==> src/rtl/regfile_port_arbiter_pkg.sv <==
// Shared widths, counter sizing and arbitration state encoding for the
// register-file port arbiter.
package regfile_port_arbiter_pkg;

    localparam int AW    = 5;
    localparam int DW    = 32;
    localparam int CNT_W = 4;   // holds MAX_WAIT up to 15

    typedef enum logic {
        ARB   = 1'b0,
        DLOCK = 1'b1
    } arb_state_e;

endpackage

==> src/rtl/rr_starve_cnt.sv <==
// Counts consecutive contended core wins and flags when debug must be
// forced through.
module rr_starve_cnt #(
    parameter int MAX_WAIT = 4,
    parameter int CW       = regfile_port_arbiter_pkg::CNT_W
) (
    input  logic CLK,
    input  logic RST,
    input  logic inc,
    input  logic clr,
    output logic at_max
);

    logic [CW-1:0] wait_cnt;

    // NOTE: sequential state uses non-blocking assignments so every flop
    // samples its inputs at the same edge.
    always_ff @(posedge CLK) begin
        if (RST) begin
            wait_cnt <= '0;
        end else if (clr) begin
            wait_cnt <= '0;
        end else if (inc && (wait_cnt != '1)) begin
            wait_cnt <= wait_cnt + CW'(1);
        end
    end

    assign at_max = (wait_cnt == CW'(MAX_WAIT));

endmodule

==> src/rtl/regfile_port_arbiter.sv <==
// Shares the register-file write port and two registered read ports between
// the CPU core (c_*) and the debug monitor (d_*).
module regfile_port_arbiter #(
    parameter int AW       = regfile_port_arbiter_pkg::AW,
    parameter int DW       = regfile_port_arbiter_pkg::DW,
    parameter int MAX_WAIT = 4
) (
    input  logic          CLK,
    input  logic          RST,
    input  logic          c_req,
    input  logic          c_we,
    input  logic [AW-1:0] c_wa,
    input  logic [AW-1:0] c_ra1,
    input  logic [AW-1:0] c_ra2,
    input  logic [DW-1:0] c_wd,
    output logic          c_gnt,
    output logic          c_rvalid,
    input  logic          d_req,
    input  logic          d_we,
    input  logic [AW-1:0] d_wa,
    input  logic [AW-1:0] d_ra1,
    input  logic [AW-1:0] d_ra2,
    input  logic [DW-1:0] d_wd,
    input  logic          d_lock,
    output logic          d_gnt,
    output logic          d_rvalid,
    output logic [DW-1:0] rd1,
    output logic [DW-1:0] rd2,
    output logic          RegW,
    output logic [AW-1:0] DR,
    output logic [AW-1:0] SR1,
    output logic [AW-1:0] SR2,
    output logic [DW-1:0] Reg_In,
    input  logic [DW-1:0] ReadReg1,
    input  logic [DW-1:0] ReadReg2
);

    import regfile_port_arbiter_pkg::*;

    arb_state_e state, state_nxt;
    logic       at_max;
    logic       arb_mode;

    always_ff @(posedge CLK) begin
        if (RST) state <= ARB;
        else     state <= state_nxt;
    end

    // Dropping d_lock releases the port in the same cycle, so that cycle is
    // arbitrated normally rather than as a locked one.
    // NOTE: every always_comb output gets a default first so no latch is inferred.
    always_comb begin
        c_gnt     = 1'b0;
        d_gnt     = 1'b0;
        state_nxt = state;
        arb_mode  = (state == ARB) || !d_lock;

        if (!RST) begin
            if (!arb_mode) begin
                d_gnt = d_req;
            end else if (c_req && d_req) begin
                d_gnt = at_max;
                c_gnt = !at_max;
            end else begin
                c_gnt = c_req;
                d_gnt = d_req;
            end
        end

        case (state)
            ARB:     if (d_gnt && d_lock) state_nxt = DLOCK;
            DLOCK:   if (!d_lock)         state_nxt = ARB;
            default:                      state_nxt = ARB;
        endcase
    end

    rr_starve_cnt #(
        .MAX_WAIT (MAX_WAIT),
        .CW       (CNT_W)
    ) u_starve (
        .CLK    (CLK),
        .RST    (RST),
        .inc    (c_gnt && d_req),
        .clr    (d_gnt || !d_req),
        .at_max (at_max)
    );

    // Writes to R0 are dropped; the reads of that grant still go out.
    always_comb begin
        RegW   = 1'b0;
        DR     = '0;
        SR1    = '0;
        SR2    = '0;
        Reg_In = '0;
        if (c_gnt) begin
            RegW   = c_we && (c_wa != '0);
            DR     = c_wa;
            SR1    = c_ra1;
            SR2    = c_ra2;
            Reg_In = c_wd;
        end else if (d_gnt) begin
            RegW   = d_we && (d_wa != '0);
            DR     = d_wa;
            SR1    = d_ra1;
            SR2    = d_ra2;
            Reg_In = d_wd;
        end
    end

    always_ff @(posedge CLK) begin
        if (RST) begin
            c_rvalid <= 1'b0;
            d_rvalid <= 1'b0;
        end else begin
            c_rvalid <= c_gnt;
            d_rvalid <= d_gnt;
        end
    end

    assign rd1 = ReadReg1;
    assign rd2 = ReadReg2;

endmodule

==> config.mk <==
export PLATFORM = sky130hd
export DESIGN_NAME = regfile_port_arbiter
export DESIGN_NICKNAME = d
export VERILOG_FILES = /design/src/rtl/regfile_port_arbiter_pkg.sv /design/src/rtl/rr_starve_cnt.sv /design/src/rtl/regfile_port_arbiter.sv
export SDC_FILE = /design/constraint.sdc
export NUM_CORES = 1
export LEC_CHECK = 0
export ABC_AREA = 1
export BUFFER_PORTS_ARGS = -buffer_cell sky130_fd_sc_hd__buf_2
export CORE_AREA = 5 5 106 108
export CTS_CLUSTER_DIAMETER = 40
export DETAILED_ROUTE_END_ITERATION = 6
export DIE_AREA = 0 0 111 113
export PLACE_DENSITY = 0.61
export SETUP_SLACK_MARGIN = 0.5
export SLEW_MARGIN = 20
export SYNTH_ARGS = -nofsm -noshare
export SYNTH_HDL_FRONTEND = slang
export SYNTH_SLANG_ARGS = --single-unit
==> constraint.sdc <==
create_clock -name CLK -period 3.88 [get_ports CLK]
set_clock_uncertainty 0.2 [all_clocks]
set_input_delay 0.388 -clock CLK [delete_from_list [all_inputs] [get_ports CLK]]
set_output_delay 0.388 -clock CLK [all_outputs]
set_load 0.01 [all_outputs]
**Yosys cells after proc, flatten, opt, wreduce, memory -nomap -nowiden**

Cells that the tools add are included.

- Register bits after elaboration: 7
- Input port bits: 165
- Output and inout bits: 116
- Logic and storage cells: 41

- Add/subtract/negate cells: 1
- Eq/ne operators: 2
- Multiplexer cells: 19
- Bitwise operators: 1
- Reductions and logical operators: 14

Operators with widths:

| kind | count |
|---|---|
| $mux 32 | 2 |
| $mux 5 | 6 |
| $mux 1 | 10 |
| $reduce_bool 5->1 | 2 |
| $logic_and 1x1->1 | 6 |
| $add 4x1->4 const B | 1 |
| $eq 4x3->1 const B | 1 |
| $ne 4x4->1 const B | 1 |
| $logic_not 1->1 | 3 |
| $logic_or 1x1->1 | 2 |
| $pmux 1 s2 | 1 |
| $reduce_or 2->1 | 1 |
| $not 1->1 | 1 |

**Longest topological paths before layout**

- Depth after elaboration: 7
- Mapped depth: 8

**Cells and area by module**

Synthesis repeated with hierarchy kept, for this count alone.

- Cell total of the unflattened synthesis: 278
- Area total of the unflattened synthesis: 1512.7 µm²

Modules (own cells, without submodules):

| module | instances | cells an instance | area an instance (µm²) | seq. area each (µm²) |
|---|---|---|---|---|
| regfile_port_arbiter | 1 | 246 | 1292.5 | 60.1 |
| rr_starve_cnt | 1 | 32 | 220.2 | 80.1 |

**Least setup slack after synthesis**

OpenSTA, ideal clock, no wires.

- Kind: flip-flop to output port
- Start point: register u_starve.wait_cnt[0]
- End point: output DR[0]
- Data arrival time: 1.170 ns
- Setup slack: 2.122 ns
- Stages on the path, launching flop included: 9
- Path through: dfxtp_1 > inv_1 > ha_1 > nand3_2 > nor2_2 > nor2_4 > buf_2 > nand2_1 > nand2_1

- Word-level cells in the longest chain between the ends: 6

Ends and longest elaborated chain:

| item | RTL line | source |
|---|---|---|
| start: declaration | rr_starve_cnt.sv:14 | `logic [CW-1:0] wait_cnt;` |
| start signal: assignment | rr_starve_cnt.sv:24 | `wait_cnt <= wait_cnt + CW'(1);` |
| $eq 4x3->1 | rr_starve_cnt.sv:28 | `assign at_max = (wait_cnt == CW'(MAX_WAIT));` |
| $logic_not 1->1 | regfile_port_arbiter.sv:63 | `c_gnt = !at_max;` |
| $mux 1 | regfile_port_arbiter.sv:61 | `end else if (c_req && d_req) begin` |
| $mux 1 | regfile_port_arbiter.sv:59 | `if (!arb_mode) begin` |
| $mux 1 | regfile_port_arbiter.sv:58 | `if (!RST) begin` |
| via c_gnt | regfile_port_arbiter.sv:16 | `output logic c_gnt,` |
| $mux 5 | regfile_port_arbiter.sv:95 | `if (c_gnt) begin` |
| end: declaration | regfile_port_arbiter.sv:30 | `output logic [AW-1:0] DR,` |

The timed path passes the listed nets, and every way through them passes these cells.

**Final worst setup path**

- Start point: register u_starve.wait_cnt[0]
- End point: output d_gnt

- Word-level cells in the longest chain between the ends: 4

Ends and longest elaborated chain:

| item | RTL line | source |
|---|---|---|
| $eq 4x3->1 | rr_starve_cnt.sv:28 |  |
| $mux 1 | regfile_port_arbiter.sv:61 |  |
| $mux 1 | regfile_port_arbiter.sv:59 |  |
| $mux 1 | regfile_port_arbiter.sv:58 |  |
| end: declaration | regfile_port_arbiter.sv:25 | `output logic d_gnt,` |

Every way passes these cells.

==> reports/metrics.yaml <==
crit_type: "reg2out"
netlist_area_sq_mm: 0.00158
ir_drop_uv: 151
timing.final.crit_share_pct: 73.1
synth_most_common_cell: "nand2_1"
syn_to_final_growth_pct: 26.3
clkLatencyLatePin_ns: 0.23
antenna_found_initial: 0
finalNonFillerCells: 495
cts_buffer_depth: 2
clockRootBuffer: "clkbuf_8"
synth_edf_count: 0
yosys.area.top_type: "buf_4"
seq_area_frac_synth_pct: 8.87
endpoint_kind: "output pin"
rsz0062_at_grt: "false"
r2r_slack_ns: 1.63
io_pins: 281
postCtsResizedCells: 0
synth_area_leaders: "buf_4, nand2_1, nand3_1"
clock-sinks: 7
post_cts_buffers: 0
first_pass_iters: 7
place.gp.congestion: 0.797
synth-seq-cells: 7
fin_crit_ns: 2.84
synth_fp_nets: 447
drt_iter0_drc: 99
worst_pin_slew_ns: 1.00
slew_violations: 0
synth_flop_cell: "dfxtp_1"
die_x_um: 111
max-cap-violations: 0
grt_pass1_vias: 1793
post-route-drc-count: 0
via_per_inst: 3.98
maxSlewHeadroom_pct: 33.2
synth_top_cell_area_share_pct: 31.9
gr-total-overflow: 0
synthTopCellsByCount: "nand2_1, buf_4, nand3_1"
fin_nets: 527
cts_max_level: 1
outcome: "complete, no violations"
holdBufCountCts: 0
tritoncts: "done"
wl_per_cell_um: 12.5
num-fill-cells: 1213
avgSynthCellArea_sq_um: 5.64
timing.fmax_mhz: 352
diodes: 0
clk_pin_slew_ns: 0.04
fin_area_sq_mm: 0.00199
core_sq_mm: 0.0101
dpl.cell_count: 491
numCtsBuffers: 3
grtUsageTotal_pct: 8.58
cp_max_fo: 49
dieArea_sq_mm: 0.0125
start_util_pct: 15.6
setup_tns_ns: 0
placed_cell_area_sq_mm: 0.00195
synth-warning-count: 0
grt_pass1_wl_mm: 9.00
num_rows: 37
netlist_instances: 280
ys_types: 20
p_leak_nw: 1.26
cp.required_ns: 3.29
fin_total_pwr_mw: 0.356
arrival_ns: 2.25
wl_mm: 6.21
dieHeight_um: 113
finalHoldViolations: 0
numPortBuffers: 152
setup_violations: 0
cellPowerDensity_mw_per_mm2: 179
grt_max_degree: 50
startpoint_type: "flop"
num_vias: 1972
drive_gt1_share_pct: 46.0
hp-class: "in2reg"
final_antenna_net_count: 0
dp_hpwl_mm: 5.27
synthArstFlopShare_pct: 0
==> cell usage in the layout, fill, tap and decap left out, drive strengths merged <==
cell,n
a21oi,1
buf,154
clkbuf,4
clkinv,1
dfxtp,7
ha,2
inv,11
nand2,107
nand3,54
nand3b,1
nand4,1
nor2,13
o21ai,2
xor2,1
==> flip-flops by register name, indices dropped and copies added (netlist names) <==
register	cells
d_rvalid	1
u_starve.wait_cnt	4
c_rvalid	1
state	1
==> stage by stage <==
step           util (%)  setup slack [ns]  hold slack (ns)
3_5_place_dp       19.2              1.25            0.266
4_1_cts            19.7              1.01            0.254
6_report           19.7              1.04            0.254
2_1_floorplan         -              2.12            0.225
5_1_grt            19.7             0.805            0.253
3_3_place_gp       19.2              1.27            0.296
==> kinds of logic after synthesis <==
kind of cell             Yosys count  synth area share [%]
AO/OA/AOI/OAI                      3                 0.951
XOR/XNOR                           1                 0.555
adder cells (fa/ha/maj)            2                  1.58
buffers and inverters             91                  39.3
flip-flops                         7                  8.87
AND/OR/NAND/NOR                  176                  48.7
==> metal layers <==
layer  track usage (%)  vias up  part of all wire [%]
li1                  -      968                     -
met1              8.04      836                    34
met2              15.8      148                    49
met3              3.96       20                    13
met4              4.11        0                   3.9
met5             0.392        -                     0
==> worst max-delay path, stage by stage (launching register included) <==
cell     delay, ns
dfxtp_1       0.32
inv_1         0.07
ha_1          0.21
nand3_2       0.09
nand3_2       0.75
nand2_1       0.37
inv_1         0.06
buf_2         0.14
==> layout make-up <==
class                   count  area [sq um]  area share, %
clock buffers               4          45.0           2.26
inverters                  12          45.0           2.26
multi-input cells         182           818           41.0
flip-flops and latches      7           140           7.03
well taps                 136           170           8.53
repair buffers            154           776           38.9
==> final timing paths <==
check	start	endpoint	depth (start not counted)
worst max register to register	u_starve.wait_cnt[0]$_SDFFE_PP0P_	state$_SDFF_PP0_	6
worst min-delay path	d_lock	state$_SDFF_PP0_	3
worst min register to register	state$_SDFF_PP0_	state$_SDFF_PP0_	2
worst max-delay path	u_starve.wait_cnt[0]$_SDFFE_PP0P_	d_gnt	7
==> where the power goes <==
group	leakage (nW)	internal [mW]	switching, mW
Clock	0.0228	0.0711	0.0318
Combinational	1.18	0.0816	0.0967
Sequential	0.0571	0.0744	0.000858
(Power assumes the default switching activity.)
